<file path="src/rtl/dcache_snoop_responder.sv">
// ---------------------------------------------------------------------------
// dcache_snoop_responder
//
// Snoop target for bus transactions started by the other core. It looks up
// the snooped block in the local 2-way dcache tag/state array. A Modified
// block is flushed to memory one word at a time. The line is then downgraded
// to S or invalidated to I.
//
// Ports
//   CLK, RST            clock, asynchronous active-high reset
//   ccwait              remote transaction in progress (this core is target)
//   ccinv               remote transaction is BusRdX (invalidate on hit)
//   ccsnoopaddr         snooped byte address
//   cctrans             high while a flushed block is being supplied
//   ccwrite             never driven high; this block does not initiate
//   dWEN/daddr/dstore   memory write request, address, data
//   dwait               low for one cycle when the current word is accepted
//   snp_idx             set index presented to the tag/state/data array
//   snp_tag0/1,st0/1    tags and states of both ways at snp_idx
//   snp_way             latched hit way; the array returns that way's words
//   snp_word0/1         data words of way snp_way
//   upd_en/way/st       one-cycle state-write strobe to the array
//   snoop_active        dcache freezes array writes and its miss FSM
// ---------------------------------------------------------------------------
module dcache_snoop_responder #(
    parameter int TAG_W = 26,
    parameter int IDX_W = 3
) (
    input  logic             CLK,
    input  logic             RST,
    input  logic             ccwait,
    input  logic             ccinv,
    input  logic [31:0]      ccsnoopaddr,
    output logic             cctrans,
    output logic             ccwrite,
    output logic             dWEN,
    output logic [31:0]      daddr,
    output logic [31:0]      dstore,
    input  logic             dwait,
    output logic [IDX_W-1:0] snp_idx,
    input  logic [TAG_W-1:0] snp_tag0,
    input  logic [TAG_W-1:0] snp_tag1,
    input  logic [1:0]       snp_st0,
    input  logic [1:0]       snp_st1,
    output logic             snp_way,
    input  logic [31:0]      snp_word0,
    input  logic [31:0]      snp_word1,
    output logic             upd_en,
    output logic             upd_way,
    output logic [1:0]       upd_st,
    output logic             snoop_active
);

    localparam logic [2:0] S_IDLE    = 3'd0;
    localparam logic [2:0] S_LOOKUP  = 3'd1;
    localparam logic [2:0] S_FLUSH0  = 3'd2;
    localparam logic [2:0] S_FLUSH1  = 3'd3;
    localparam logic [2:0] S_UPDATE  = 3'd4;
    localparam logic [2:0] S_RELEASE = 3'd5;

    localparam logic [1:0] ST_I = 2'b00;
    localparam logic [1:0] ST_S = 2'b01;
    localparam logic [1:0] ST_M = 2'b10;

    logic [2:0]       r_state;
    logic [TAG_W-1:0] r_tag;
    logic [IDX_W-1:0] r_idx;
    logic             r_inv;
    logic             r_way;

    logic             w_hit0;
    logic             w_hit1;
    logic             w_hit;
    logic             w_hit_way;
    logic [1:0]       w_hit_st;
    logic             w_flush;
    logic [2:0]       w_unused_off;

    // Block offset and byte bits never affect the lookup.
    assign w_unused_off = ccsnoopaddr[2:0];

    // State 11 is treated as invalid, so only S and M can hit.
    assign w_hit0    = ((snp_st0 == ST_S) || (snp_st0 == ST_M)) && (snp_tag0 == r_tag);
    assign w_hit1    = ((snp_st1 == ST_S) || (snp_st1 == ST_M)) && (snp_tag1 == r_tag);
    assign w_hit     = w_hit0 | w_hit1;
    // Way 0 has priority when both ways match.
    assign w_hit_way = ~w_hit0;
    assign w_hit_st  = w_hit0 ? snp_st0 : snp_st1;

    always_ff @(posedge CLK or posedge RST) begin
        if (RST) begin
            r_state <= S_IDLE;
            r_tag   <= '0;
            r_idx   <= '0;
            r_inv   <= 1'b0;
            r_way   <= 1'b0;
        end else begin
            case (r_state)
                S_IDLE: begin
                    if (ccwait) begin
                        r_tag   <= ccsnoopaddr[IDX_W+3 +: TAG_W];
                        r_idx   <= ccsnoopaddr[3 +: IDX_W];
                        r_inv   <= ccinv;
                        r_state <= S_LOOKUP;
                    end
                end
                S_LOOKUP: begin
                    if (!ccwait) begin
                        // Remote side gave up before we committed to anything.
                        r_state <= S_IDLE;
                    end else if (!w_hit) begin
                        r_state <= S_RELEASE;
                    end else if (w_hit_st == ST_M) begin
                        r_way   <= w_hit_way;
                        r_state <= S_FLUSH0;
                    end else if (r_inv) begin
                        r_way   <= w_hit_way;
                        r_state <= S_UPDATE;
                    end else begin
                        r_state <= S_RELEASE;
                    end
                end
                // Once started, a flush runs to completion regardless of ccwait.
                S_FLUSH0: if (!dwait) r_state <= S_FLUSH1;
                S_FLUSH1: if (!dwait) r_state <= S_UPDATE;
                S_UPDATE: r_state <= S_RELEASE;
                // Hold here until the remote transaction ends so the same
                // transaction is not snooped twice.
                S_RELEASE: if (!ccwait) r_state <= S_IDLE;
                default: r_state <= S_IDLE;
            endcase
        end
    end

    assign w_flush      = (r_state == S_FLUSH0) || (r_state == S_FLUSH1);

    assign ccwrite      = 1'b0;
    assign cctrans      = w_flush;
    assign dWEN         = w_flush;
    assign daddr        = w_flush ? {r_tag, r_idx, (r_state == S_FLUSH1), 2'b00} : 32'd0;
    assign dstore       = (r_state == S_FLUSH0) ? snp_word0 :
                          (r_state == S_FLUSH1) ? snp_word1 : 32'd0;

    assign snp_idx      = r_idx;
    assign snp_way      = r_way;

    assign upd_en       = (r_state == S_UPDATE);
    assign upd_way      = upd_en & r_way;
    assign upd_st       = (upd_en && !r_inv) ? ST_S : ST_I;

    assign snoop_active = (r_state == S_LOOKUP) || w_flush || (r_state == S_UPDATE);

endmodule

</file>
<file path="config.mk">
export PLATFORM = sky130hd
export DESIGN_NAME = dcache_snoop_responder
export DESIGN_NICKNAME = d
export VERILOG_FILES = /design/src/rtl/dcache_snoop_responder.sv
export SDC_FILE = /design/constraint.sdc
export NUM_CORES = 1
export LEC_CHECK = 0
export BUFFER_PORTS_ARGS = -buffer_cell sky130_fd_sc_hd__buf_4
export CAP_MARGIN = 20
export CORE_AREA = 2 2 90 92
export DETAILED_ROUTE_END_ITERATION = 7
export DIE_AREA = 0 0 92 94
export PLACE_DENSITY = 0.76
export SYNTH_ARGS = -nofsm -noshare
export SYNTH_HDL_FRONTEND = slang
export SYNTH_SLANG_ARGS = --single-unit
</file>
<file path="constraint.sdc">
create_clock -name CLK -period 5 [get_ports CLK]
set_input_delay 0 -clock CLK [delete_from_list [all_inputs] [get_ports CLK]]
set_output_delay 0 -clock CLK [all_outputs]
set_load 0.005 [all_outputs]
</file>
==> run_results.csv <==
group,metric,value,unit
timing,drv_slew,0,
finish,multi_input_area,0.00184,mm²
hold_path,min_path_type,"input port to register",
worst_setup_path,crit_slowest_cell,"dfrtp_2",
clock_tree,clk_path_buf_depth,2,
worst_setup_path,crit_path_max_fanout,37,
floorplan,die_width,92,µm
clock_tree,clock_latency,0.29,ns
synthesis,synthArstFlopShare,1.00,
worst_setup_path,path_cells,"nand2b_1 -> nor3b_1 -> o21ai_0 -> o31ai_1 -> nand2_1",
clock_tree,cts_root_buffer,"clkbuf_8",
global_routing,antenna_found_initial,2,
synthesis,synth_warnings,0,
detailed_routing,drtIter0Drc,99,
global_routing,grt_overflow_total,0,
floorplan,row_count,32,
worst_setup_path,cp-end-kind,"register",
finish,nets,702,
worst_setup_path,critical_path_arrival,2.50,ns
synthesis,synth-simple-area-share,0.208,
floorplan,die_h,94,µm
placement,dp_hpwl,8.22,mm
global_routing,grt_pass1_vias,3169,
clock_tree,clk_pin_slew,0.07,ns
synthesis,synth_compound_area_frac,0.0345,
synthesis,synth_edf_count,0,
detailed_routing,drc,0,
floorplan,core-area,0.00761,mm²
worst_setup_path,crit_type,"register to register",
placement,dp_slack,2.74,ns
worst_setup_path,crit_required,5.18,ns
synthesis,synthFlopType,"dfrtp_1",
pwr,power.leakage,0.00256,µW
global_routing,grt_pass1_wl,15.9,mm
detailed_routing,wire_per_inst,16.4,µm
synthesis,synth_cell_types,38,
synthesis,muxShareOfSynthArea,0.236,
detailed_routing,viasPerCell,4.90,
timing,rsz0062_at_grt,"false",
clock_tree,cts_tree,"built",
timing,finalSetupTns,0,ns
timing,setup_slack,2.68,ns
finish,synthToLayoutAreaGrowth,78.1,%
timing,hold_violations,0,
status,status,"completed",
global_routing,grt_max_degree,38,
clock_tree,cts_buffers,5,
pwr,ir_worst_vdd,0.225,mV
timing,max_freq,431,MHz
global_routing,grt.total_usage,0.237,
placement,port_buffers,225,
synthesis,syn_inst,296,
worst_setup_path,start_kind,"register",
synthesis,synth_fa_ha_area_frac,0,
worst_setup_path,cpPeakStageDelay,1.03,ns
clock_tree,clock_sinks,34,
detailed_routing,ant_nets,0,
finish,regArea,852,µm²
finish,drive_gt1_frac,0.495,
pwr,p_per_area,242,mW/mm²
timing,relSlewSlack,0.331,
timing,skew,0.00598,ns
timing,period_needed,2.32,ns
timing,setup_viol,0,
synthesis,syn-cell-area,0.00279,mm²
synthesis,syn_area_per_cell,9.42,µm²
detailed_routing,drt_wl_total,10.6,mm
detailed_routing,dr.pass1.iters,4,
placement,routabilityCongestion,0.793,
synthesis,synth-xor-area-share,0.173,
finish,nFillCells,608,
clock_tree,htree_levels,2,
floorplan,initial_utilization,0.367,
floorplan,dieArea,0.00865,mm²
synthesis,seq_area_frac_synth,0.305,
synthesis,synth_top_family_by_area,"multiplexers",
timing,fin_crit_sh,0.464,
synthesis,ys_ff_latch,34,
detailed_routing,via_count,3181,
run,maxCapViolCount,0,
clock_tree,post_cts_buffers,0,
timing,worst_slew_pin_slew,1.00,ns
floorplan,io_pins,233,
flip-flops by register name, indices dropped and copies added (netlist names):
register / count
r_inv: 1
r_state: 3
r_tag: 26
snp_idx: 3
snp_way: 1
layout by cell type (no fill, tap or decap), drive strengths merged:
cell type and count:
inv 3, o221ai 1, xnor2 2, nand4 3
mux2i 32, or4b 1, nand3 2, o2111ai 3
o21ai 4, o31a 1, and2 30, and2b 1
nand2 3, dlygate4sd3 31, nor2b 2, diode 1
conb 4, or3 1, and4 3, nor3b 2
a211oi 1, dfrtp 34, nor4 12, nor2 39
a21oi 2, xor2 53, clkbuf 5, o22ai 1
bufinv 1, nor4b 1, nand2b 3, buf 228
o31ai 1, nor3 1, mux2 30, nand3b 1
clkinvlp 2, and3 2
final cells by class:
type,count,area share
Timing Repair Buffer,259,0.407
Multi-Input combinational cell,242,0.370
Sequential cell,34,0.172
Tap cell,102,0.0257
Clock buffer,5,0.0139
Clock inverter,3,0.00907
Inverter,3,0.00227
Antenna cell,1,0.000504
power by group:
group / internal (µW) / switching, µW / total (µW)
combinational: 282 / 158 / 440
clock: 148 / 113 / 262
sequential: 365 / 135 / 500
total: 795 / 407 / 1200
path summary, 6_finish.rpt:
| check | endpoint | startpoint | slack (ns) | depth (start not counted) |
|---|---|---|---|---|
| max | snp_way$_DFFE_PP0P_ | r_state[0]$_DFFE_PP0P_ | 2.68 | 5 |
| min | r_state[1]$_DFFE_PP0P_ | dwait | 0.09 | 4 |
| max reg2reg | snp_way$_DFFE_PP0P_ | r_state[0]$_DFFE_PP0P_ | 2.68 | 5 |
| min reg2reg | snp_idx[0]$_DFFE_PP0P_ | snp_idx[0]$_DFFE_PP0P_ | 0.52 | 1 |
| max in group asynchronous | r_state[0]$_DFFE_PP0P_ | RST | 4.25 | 4 |
| min in group asynchronous | snp_idx[0]$_DFFE_PP0P_ | RST | 0.40 | 4 |
metrics by stage:
step | instance area [µm²] | hold slack, ns | instances | power, µW | util
finish | 4970 | 0.0922 | 649 | 1200 | 0.653
global route | 4960 | 0.0986 | 648 | 1280 | 0.653
CTS | 4960 | 0.0925 | 648 | 1210 | 0.653
detailed placement | 4540 | 0.141 | 609 | 925 | 0.597
global placement | 4540 | 0.138 | 609 | 908 | 0.597
floorplan | 2800 | 0.142 | 299 | 726 | -
synthesized netlist by cell type, drive strengths merged, types with 3 or more instances:
| library cell | count | share of area |
|---|---|---|
| xor2 | 53 | 0.17 |
| nor2 | 39 | 0.052 |
| dfrtp | 34 | 0.31 |
| mux2i | 32 | 0.11 |
| and2 | 30 | 0.068 |
| mux2 | 30 | 0.12 |
| buf | 13 | 0.029 |
| nor4 | 12 | 0.027 |
| clkbuf | 7 | 0.0094 |
| o21ai | 4 | 0.0072 |
| and4 | 3 | 0.0094 |
| inv | 3 | 0.0040 |
| nand2 | 3 | 0.0040 |
| nand2b | 3 | 0.0067 |
| nand4 | 3 | 0.0067 |
| o2111ai | 3 | 0.0094 |
critical path, delay by kind of cell (launching register included):
family | cells | cell delay (ns)
AO/OA/AOI/OAI | 2 | 0.42
flip-flops | 1 | 1.03
AND/OR/NAND/NOR | 3 | 0.75
metal layers:
metal | GRT usage | vias up | share of wire
met3 | 0.0762 | 17 | 0.093
met1 | 0.242 | 1489 | 0.35
met4 | 0.0684 | 0 | 0.017
li1 | - | 1510 | -
met5 | 0 | - | 0
met2 | 0.460 | 165 | 0.54
kinds of logic (layout without fill, tap and decap cells):
| kind of cell | Yosys count | count (layout) |
|---|---|---|
| and+or+nand+nor | 107 | 107 |
| muxes | 62 | 62 |
| xor gates and xnor gates | 55 | 55 |
| DFF | 34 | 34 |
| buffers and inverters | 23 | 270 |
| AOI/OAI and AO/OA | 14 | 14 |
| other | 1 | 5 |
timing repair:
action,CTS,global route
endpoints found under the setup margin,0,0
hold endpoints to repair,64,0
hold buffers,31,0
gates resized for setup,0,0
Power figures use the tool's default switching activity.
